==> src/rtl/yi_writer_pkg.sv <==
// Shared definitions for the Yi result writer.
//   - FSM state encoding
//   - AXI4 burst / size / response constants
//   - Yi word geometry (one Yi word = one 64-bit AXI beat)
package yi_writer_pkg;

    typedef enum logic [1:0] {
        IDLE = 2'd0,
        ADDR = 2'd1,
        DATA = 2'd2,
        RESP = 2'd3
    } state_t;

    localparam int          ADDR_W          = 48;
    localparam int          YI_WORD_BYTES   = 8;

    localparam logic [1:0]  AXI_BURST_INCR  = 2'b01;
    localparam logic [2:0]  AXI_SIZE_8B     = 3'd3;   // log2(YI_WORD_BYTES)

    localparam logic [1:0]  AXI_RESP_OKAY   = 2'b00;
    localparam logic [1:0]  AXI_RESP_EXOKAY = 2'b01;
    localparam logic [1:0]  AXI_RESP_SLVERR = 2'b10;
    localparam logic [1:0]  AXI_RESP_DECERR = 2'b11;

endpackage

==> src/rtl/yi_writer.sv <==
// yi_writer -- streams a job of 64-bit Yi words to memory over AXI4 write.
//
// A job starts with a one-cycle Write_Begin pulse carrying Write_Length (in
// words). Words are written to consecutive addresses starting at
// YVal_BASE_ADDR, split into INCR bursts of at most MAX_BURST beats. Only one
// burst is in flight at a time: AW, then all W beats, then wait for B.
//
// Ports
//   clk, rstn                 clock, asynchronous active-low reset
//   Write_Begin/Write_Length  job start pulse and word count
//   input_valid/ready/data    incoming Yi word stream
//   m_axi_Yi_aw*              AXI4 write address channel
//   m_axi_Yi_w*               AXI4 write data channel
//   m_axi_Yi_b*               AXI4 write response channel
//   Write_Busy                high while a job is in progress
//   Write_Done                one-cycle pulse when a job completes
//   Write_Error               sticky error flag
//
// Build option
//   YI_WRITER_BRESP_CHECK_EN  when defined, a non-OKAY bresp sets Write_Error
//                             (the job still runs to completion); when
//                             undefined, bresp is ignored and Write_Error = 0.
module yi_writer
    import yi_writer_pkg::*;
#(
    parameter logic [31:0] YVal_BASE_ADDR = 32'h40000000,
    parameter int          MAX_BURST      = 16
) (
    input  logic        clk,
    input  logic        rstn,

    input  logic        Write_Begin,
    input  logic [31:0] Write_Length,

    input  logic        input_valid,
    output logic        input_ready,
    input  logic [63:0] input_data,

    output logic        m_axi_Yi_awid,
    output logic [47:0] m_axi_Yi_awaddr,
    output logic [7:0]  m_axi_Yi_awlen,
    output logic [2:0]  m_axi_Yi_awsize,
    output logic [1:0]  m_axi_Yi_awburst,
    output logic        m_axi_Yi_awvalid,
    input  logic        m_axi_Yi_awready,

    output logic [63:0] m_axi_Yi_wdata,
    output logic [7:0]  m_axi_Yi_wstrb,
    output logic        m_axi_Yi_wlast,
    output logic        m_axi_Yi_wvalid,
    input  logic        m_axi_Yi_wready,

    input  logic        m_axi_Yi_bid,
    input  logic [1:0]  m_axi_Yi_bresp,
    input  logic        m_axi_Yi_bvalid,
    output logic        m_axi_Yi_bready,

    output logic        Write_Busy,
    output logic        Write_Done,
    output logic        Write_Error
);

    localparam logic [31:0] MAX_BURST_W = 32'(MAX_BURST);

    state_t              state_q, state_d;
    logic [31:0]         remaining_q;
    logic [ADDR_W-1:0]   address_q;
    logic [7:0]          beat_q;
    logic                done_q;

    logic [8:0]          burst_beats;
    logic [8:0]          burst_len_m1;
    logic [31:0]         remaining_after;
    logic [ADDR_W-1:0]   burst_bytes;
    logic                beat_fire;
    logic                last_beat;
    logic                b_fire;

    // Size of the current burst. remaining_q is constant from ADDR through
    // RESP, so awlen and the RESP-time bookkeeping see the same value.
    always_comb begin
        burst_beats = 9'(MAX_BURST);
        if (remaining_q < MAX_BURST_W)
            burst_beats = remaining_q[8:0];
    end

    assign burst_len_m1    = burst_beats - 9'd1;
    assign remaining_after = remaining_q - 32'(burst_beats);
    assign burst_bytes     = ADDR_W'(burst_beats) * ADDR_W'(YI_WORD_BYTES);

    assign beat_fire = (state_q == DATA) && input_valid && m_axi_Yi_wready;
    assign last_beat = (beat_q == burst_len_m1[7:0]);
    assign b_fire    = (state_q == RESP) && m_axi_Yi_bvalid;

    // ---------------------------------------------------------------- FSM
    always_ff @(posedge clk or negedge rstn) begin
        if (!rstn) state_q <= IDLE;
        else       state_q <= state_d;
    end

    always_comb begin
        state_d = state_q;
        case (state_q)
            IDLE: if (Write_Begin && (Write_Length != 32'd0)) state_d = ADDR;
            ADDR: if (m_axi_Yi_awready)                       state_d = DATA;
            DATA: if (beat_fire && last_beat)                 state_d = RESP;
            RESP: if (m_axi_Yi_bvalid)
                      state_d = (remaining_after != 32'd0) ? ADDR : IDLE;
            default:                                          state_d = IDLE;
        endcase
    end

    // ------------------------------------------------------- job tracking
    always_ff @(posedge clk or negedge rstn) begin
        if (!rstn) begin
            remaining_q <= '0;
            address_q   <= '0;
            beat_q      <= '0;
            done_q      <= 1'b0;
        end else begin
            done_q <= 1'b0;
            case (state_q)
                IDLE: if (Write_Begin) begin
                    remaining_q <= Write_Length;
                    address_q   <= ADDR_W'(YVal_BASE_ADDR);
                    beat_q      <= '0;
                    // Zero-length jobs complete immediately.
                    done_q      <= (Write_Length == 32'd0);
                end
                DATA: if (beat_fire)
                    beat_q <= last_beat ? 8'd0 : beat_q + 8'd1;
                RESP: if (b_fire) begin
                    remaining_q <= remaining_after;
                    address_q   <= address_q + burst_bytes;
                    done_q      <= (remaining_after == 32'd0);
                end
                default: ;
            endcase
        end
    end

    // --------------------------------------------------------- error flag
`ifdef YI_WRITER_BRESP_CHECK_EN
    logic err_q;
    logic unused_bid;

    always_ff @(posedge clk or negedge rstn) begin
        if (!rstn)
            err_q <= 1'b0;
        else if ((state_q == IDLE) && Write_Begin)
            err_q <= 1'b0;
        else if (b_fire && (m_axi_Yi_bresp != AXI_RESP_OKAY))
            err_q <= 1'b1;
    end

    assign Write_Error = err_q;
    assign unused_bid  = m_axi_Yi_bid;
`else
    logic unused_b_inputs;
    assign Write_Error     = 1'b0;
    assign unused_b_inputs = ^{m_axi_Yi_bid, m_axi_Yi_bresp};
`endif

    // ------------------------------------------------------------ outputs
    // AW fields come from registers only, so they are stable under stall.
    assign m_axi_Yi_awid    = 1'b0;
    assign m_axi_Yi_awaddr  = address_q;
    assign m_axi_Yi_awlen   = burst_len_m1[7:0];
    assign m_axi_Yi_awsize  = AXI_SIZE_8B;
    assign m_axi_Yi_awburst = AXI_BURST_INCR;
    assign m_axi_Yi_awvalid = (state_q == ADDR);

    // W is a straight pass-through of the input stream while in DATA; the
    // upstream holds its data while stalled, and wlast only moves on a beat.
    assign m_axi_Yi_wdata   = input_data;
    assign m_axi_Yi_wstrb   = 8'hFF;
    assign m_axi_Yi_wvalid  = (state_q == DATA) && input_valid;
    assign m_axi_Yi_wlast   = (state_q == DATA) && last_beat;
    assign input_ready      = (state_q == DATA) && m_axi_Yi_wready;

    assign m_axi_Yi_bready  = (state_q == RESP);

    assign Write_Busy       = (state_q != IDLE);
    assign Write_Done       = done_q;

endmodule
==> config.mk <==
export PLATFORM = sky130hd
export DESIGN_NAME = yi_writer
export DESIGN_NICKNAME = d
export VERILOG_FILES = /design/src/rtl/yi_writer_pkg.sv /design/src/rtl/yi_writer.sv
export SDC_FILE = /design/constraint.sdc
export NUM_CORES = 1
export LEC_CHECK = 0
export CORE_ASPECT_RATIO = 1.5
export CORE_MARGIN = 3
export CORE_UTILIZATION = 40
export CTS_BUF_LIST = sky130_fd_sc_hd__clkbuf_4 sky130_fd_sc_hd__clkbuf_8
export DETAILED_ROUTE_END_ITERATION = 8
export PLACE_DENSITY = 0.79
export SLEW_MARGIN = 15
export SYNTH_ARGS = -nofsm -noshare
export SYNTH_HDL_FRONTEND = slang
export SYNTH_SLANG_ARGS = --single-unit
==> constraint.sdc <==
create_clock -name clk -period 4.7 [get_ports clk]
set_clock_uncertainty 0.05 [all_clocks]
set_input_delay 0.705 -clock clk [delete_from_list [all_inputs] [get_ports clk]]
set_output_delay 0.705 -clock clk [all_outputs]
set_load 0.005 [all_outputs]
==> results of run 1 <==
metal layers:
| layer | share of wire | vias up |
|---|---|---|
| met5 | 0 | - |
| met4 | 0.052 | 0 |
| met3 | 0.067 | 78 |
| met2 | 0.49 | 237 |
| met1 | 0.39 | 2855 |
| li1 | - | 2804 |
state kept, by name, summed over array words and instances (netlist names):
| signal | cells |
|---|---|
| state_q | 2 |
| m_axi_Yi_awaddr | 45 |
| beat_q | 8 |
| remaining_q | 32 |
| Write_Done | 1 |
what timing repair did:
| item | CTS | global route |
|---|---|---|
| pin swaps | 1 | 7 |
| setup buffers | 1 | 6 |
| endpoints found under the hold margin | 0 | 0 |
| setup endpoints to repair | 1 | 1 |
| resized for setup | 1 | 15 |
placed cells by master, fill, tap and decap left out, types with 13 or more instances in the layout:
cell                              count
sky130_fd_sc_hd__nand2_1             65
sky130_fd_sc_hd__xnor2_1             34
sky130_fd_sc_hd__ha_1                14
sky130_fd_sc_hd__buf_4               22
sky130_fd_sc_hd__conb_1              23
sky130_fd_sc_hd__o21ai_0             24
sky130_fd_sc_hd__dfrtp_1             84
sky130_fd_sc_hd__nor2_1              80
sky130_fd_sc_hd__a21oi_1             54
sky130_fd_sc_hd__o22ai_1             16
sky130_fd_sc_hd__nor4_1              13
sky130_fd_sc_hd__clkdlybuf4s50_1     97
sky130_fd_sc_hd__inv_1               33
sky130_fd_sc_hd__nor3_1              20
sky130_fd_sc_hd__nand3_1             26
area by class of cell:
| cell class | instances | share of cell area |
|---|---|---|
| multi-input combinational | 576 | 0.4828 |
| sequential | 88 | 0.2890 |
| timing repair buffer | 120 | 0.1502 |
| tap | 206 | 0.03375 |
| clock buffer | 11 | 0.01982 |
| inverter | 33 | 0.01622 |
| clock inverter | 5 | 0.008191 |
kinds of logic after synthesis:
kind of cell / count (synthesis) / synth area share
buffers and inverters: 160 / 0.1397
DFF: 88 / 0.3301
xor gates and xnor gates: 46 / 0.06040
and+or+nand+nor: 296 / 0.2360
AOI/OAI and AO/OA: 186 / 0.1876
adders and majority gates: 17 / 0.03301
muxes: 8 / 0.01201
other: 2 / 0.001126
worst max-delay path: cells and delay by family (launching register included):
| family | cells | cell delay (ps) |
|---|---|---|
| fa+ha+maj | 1 | 230 |
| compound gates | 2 | 370 |
| simple gates | 7 | 1610 |
| buf+inv | 2 | 570 |
| xor+xnor | 1 | 150 |
| flops | 1 | 450 |
power by group:
part           leakage, nW  switching (mW)  internal, mW
registers             1.13           0.298         0.931
logic                 1.81           0.952         0.668
clock network        0.103           0.311         0.279
path summary, 6_finish.rpt:
check | slack, ps | end
max | 190 | m_axi_Yi_wlast
min | 280 | m_axi_Yi_awaddr[18]$_DFFE_PN0P_
max reg2reg | 710 | state_q[0]$_DFFE_PN0P_
min reg2reg | 490 | m_axi_Yi_awaddr[7]$_DFFE_PN0P_
max in group asynchronous | 3280 | remaining_q[7]$_DFFE_PN0P_
min in group clk | 490 | m_axi_Yi_awaddr[7]$_DFFE_PN0P_
metrics by stage:
stage,hold WS [ps],power (mW)
global route,312.6,3.684
global placement,454.2,2.732
CTS,284.4,3.372
finish,280.4,3.440
detailed placement,465.0,2.775
floorplan,359.4,2.358
==> impl_metrics.sql, run 1 <==
INSERT INTO impl_metrics (metric_group, metric, value, unit) VALUES
('outcome', 'run_status', 'finished, final reports clean', ''),
('cts', 'cts_hold_buf', '0', ''),
('synth', 'synth.most_common_cell', 'sky130_fd_sc_hd__dfrtp_1', ''),
('routing', 'total_wirelength_of_the_detailed_routed_design', '18800', 'um'),
('critical_path', 'r2r.worst_path.cells', '15', ''),
('final_layout', 'final_cells', '1039', ''),
('placement', 'placed_area', '7298', 'um2'),
('critical_path', 'worst_path_slowest_cell', 'sky130_fd_sc_hd__clkdlybuf4s50_1', ''),
('timing', 'fin_setup_tns', '0', 'ps'),
('timing', 'rsz0062_at_grt', 'false', ''),
('floorplan', 'die_x', '111.4', 'um'),
('routing', 'first_iter_violations', '289', ''),
('cts', 'path_clk_slew', '100', 'ps'),
('synth', 'synthTopCellsByCount', 'sky130_fd_sc_hd__dfrtp_1 (88), sky130_fd_sc_hd__buf_4 (82), sky130_fd_sc_hd__nor2_1 (82)', ''),
('floorplan', 'io_pins', '248', ''),
('global_routing', 'grt-busiest-layer', 'met2', ''),
('placement', 'detailedPlacementHpwl', '13660', 'um'),
('cts', 'h_tree_levels', '3', ''),
('cts', 'numCtsBuffers', '9', ''),
('cts', 'clkSinkCount', '88', ''),
('global_routing', 'grt_first_pass_wirelength', '30270', 'um'),
('synth', 'postSynth.asyncResetShare', '1.000', ''),
('synth', 'synth_warn', '0', ''),
('timing', 'slew-limit-headroom', '0.3298', ''),
('final_layout', 'diodes', '0', ''),
('critical_path', 'crit_start', 'remaining_q[11]$_DFFE_PN0P_', ''),
('pwr', 'power.static_leakage', '3.038', 'nW'),
('global_routing', 'globalRoute.totalOverflow', '0', ''),
('flow_run', 'cap_viol_max_count', '0', ''),
('routing', 'wl_per_cell', '18.09', 'um'),
('routing', 'vias', '5974', ''),
('synth', 'yosysTopAreaCell', 'sky130_fd_sc_hd__dfrtp_1', ''),
('final_layout', 'postLayoutCoreUtil', '0.4697', ''),
('pwr', 'vdd.ir_drop.worst', '299.5', 'uV'),
('pwr', 'power-per-cell-area', '450.4', 'nW/um2'),
('timing', 'final_critical_path_required_period', '4507', 'ps'),
('placement', 'portBuffers', '98', ''),
('global_routing', 'grt_util_all_layers', '0.2031', ''),
('placement', 'dp_cells', '1016', ''),
('cts', 'cts_root_buf', 'sky130_fd_sc_hd__clkbuf_8', ''),
('synth', 'synthFlopType', 'sky130_fd_sc_hd__dfrtp_1', ''),
('final_layout', 'final_cell_area', '7637', 'um2'),
('floorplan', 'die-area', '18290', 'um2'),
('routing', 'first_pass_iters', '5', ''),
('floorplan', 'floorplan.core_area', '16260', 'um2'),
('critical_path', 'timing.critical_path.from_type', 'register', ''),
('critical_path', 'cp_slowest_stage_delay', '510', 'ps'),
('critical_path', 'critical_path_peak_fanout', '6', ''),
('final_layout', 'area_delta_synth_final', '14.50', '%'),
('synth', 'synth_largest_type_area_fraction', '0.3301', ''),
('timing', 'hold_violations', '0', ''),
('routing', 'avgViaCountPerCell', '5.750', ''),
('final_layout', 'multi_input_area', '3687', 'um2'),
('cts', 'cts_tree', 'built', ''),
('timing', 'clock.fmax', '0.2219', 'GHz'),
('synth', 'synth_enable_flop_cells', '0', ''),
('global_routing', 'grt_antenna_before_repair', '0', ''),
('routing', 'post-route-drc-count', '0', ''),
('critical_path', 'start_to_end_type_of_the_worst_setup_path', 'reg -> out', ''),
('timing', 'report.final.slew_viol_count', '0', ''),
('timing', 'final_min_period_over_clock_period', '0.9589', ''),
('global_routing', 'global_route.usage.met3', '0.04276', ''),
('final_layout', 'fill_cells', '1584', ''),
('cts', 'worstSkewPairLatency', '370', 'ps'),
('synth', 'postSynthCellCount', '803', ''),
('timing', 'setup_viol', '0', ''),
('floorplan', 'num_rows', '57', ''),
('critical_path', 'cp_common_cell', 'sky130_fd_sc_hd__nor2_2', ''),
('cts', 'clk_path_buf_depth', '2', ''),
('floorplan', 'start_util', '0.4102', ''),
('timing', 'worst_pin_slew', '979.9', 'ps');
Power figures use the tool's default switching activity.
==> run 2: changes to the inputs <==
--- a/config.mk
+++ b/config.mk
@@ -10,6 +10,7 @@
 export CORE_UTILIZATION = 40
 export CTS_BUF_LIST = sky130_fd_sc_hd__clkbuf_4 sky130_fd_sc_hd__clkbuf_8
 export DETAILED_ROUTE_END_ITERATION = 8
+export HOLD_SLACK_MARGIN = 0.1
 export PLACE_DENSITY = 0.79
 export SLEW_MARGIN = 15
 export SYNTH_ARGS = -nofsm -noshare
==> results of run 2 <==
The final DEF is identical to that of run 1; final timing and power are the same.
==> run 3: changes to the inputs <==
--- a/config.mk
+++ b/config.mk
@@ -12,6 +12,7 @@
 export DETAILED_ROUTE_END_ITERATION = 8
 export HOLD_SLACK_MARGIN = 0.1
 export PLACE_DENSITY = 0.79
+export SKIP_LAST_GASP = 1
 export SLEW_MARGIN = 15
 export SYNTH_ARGS = -nofsm -noshare
 export SYNTH_HDL_FRONTEND = slang
==> results of run 3 <==
The final DEF is identical to that of run 1; final timing and power are the same.
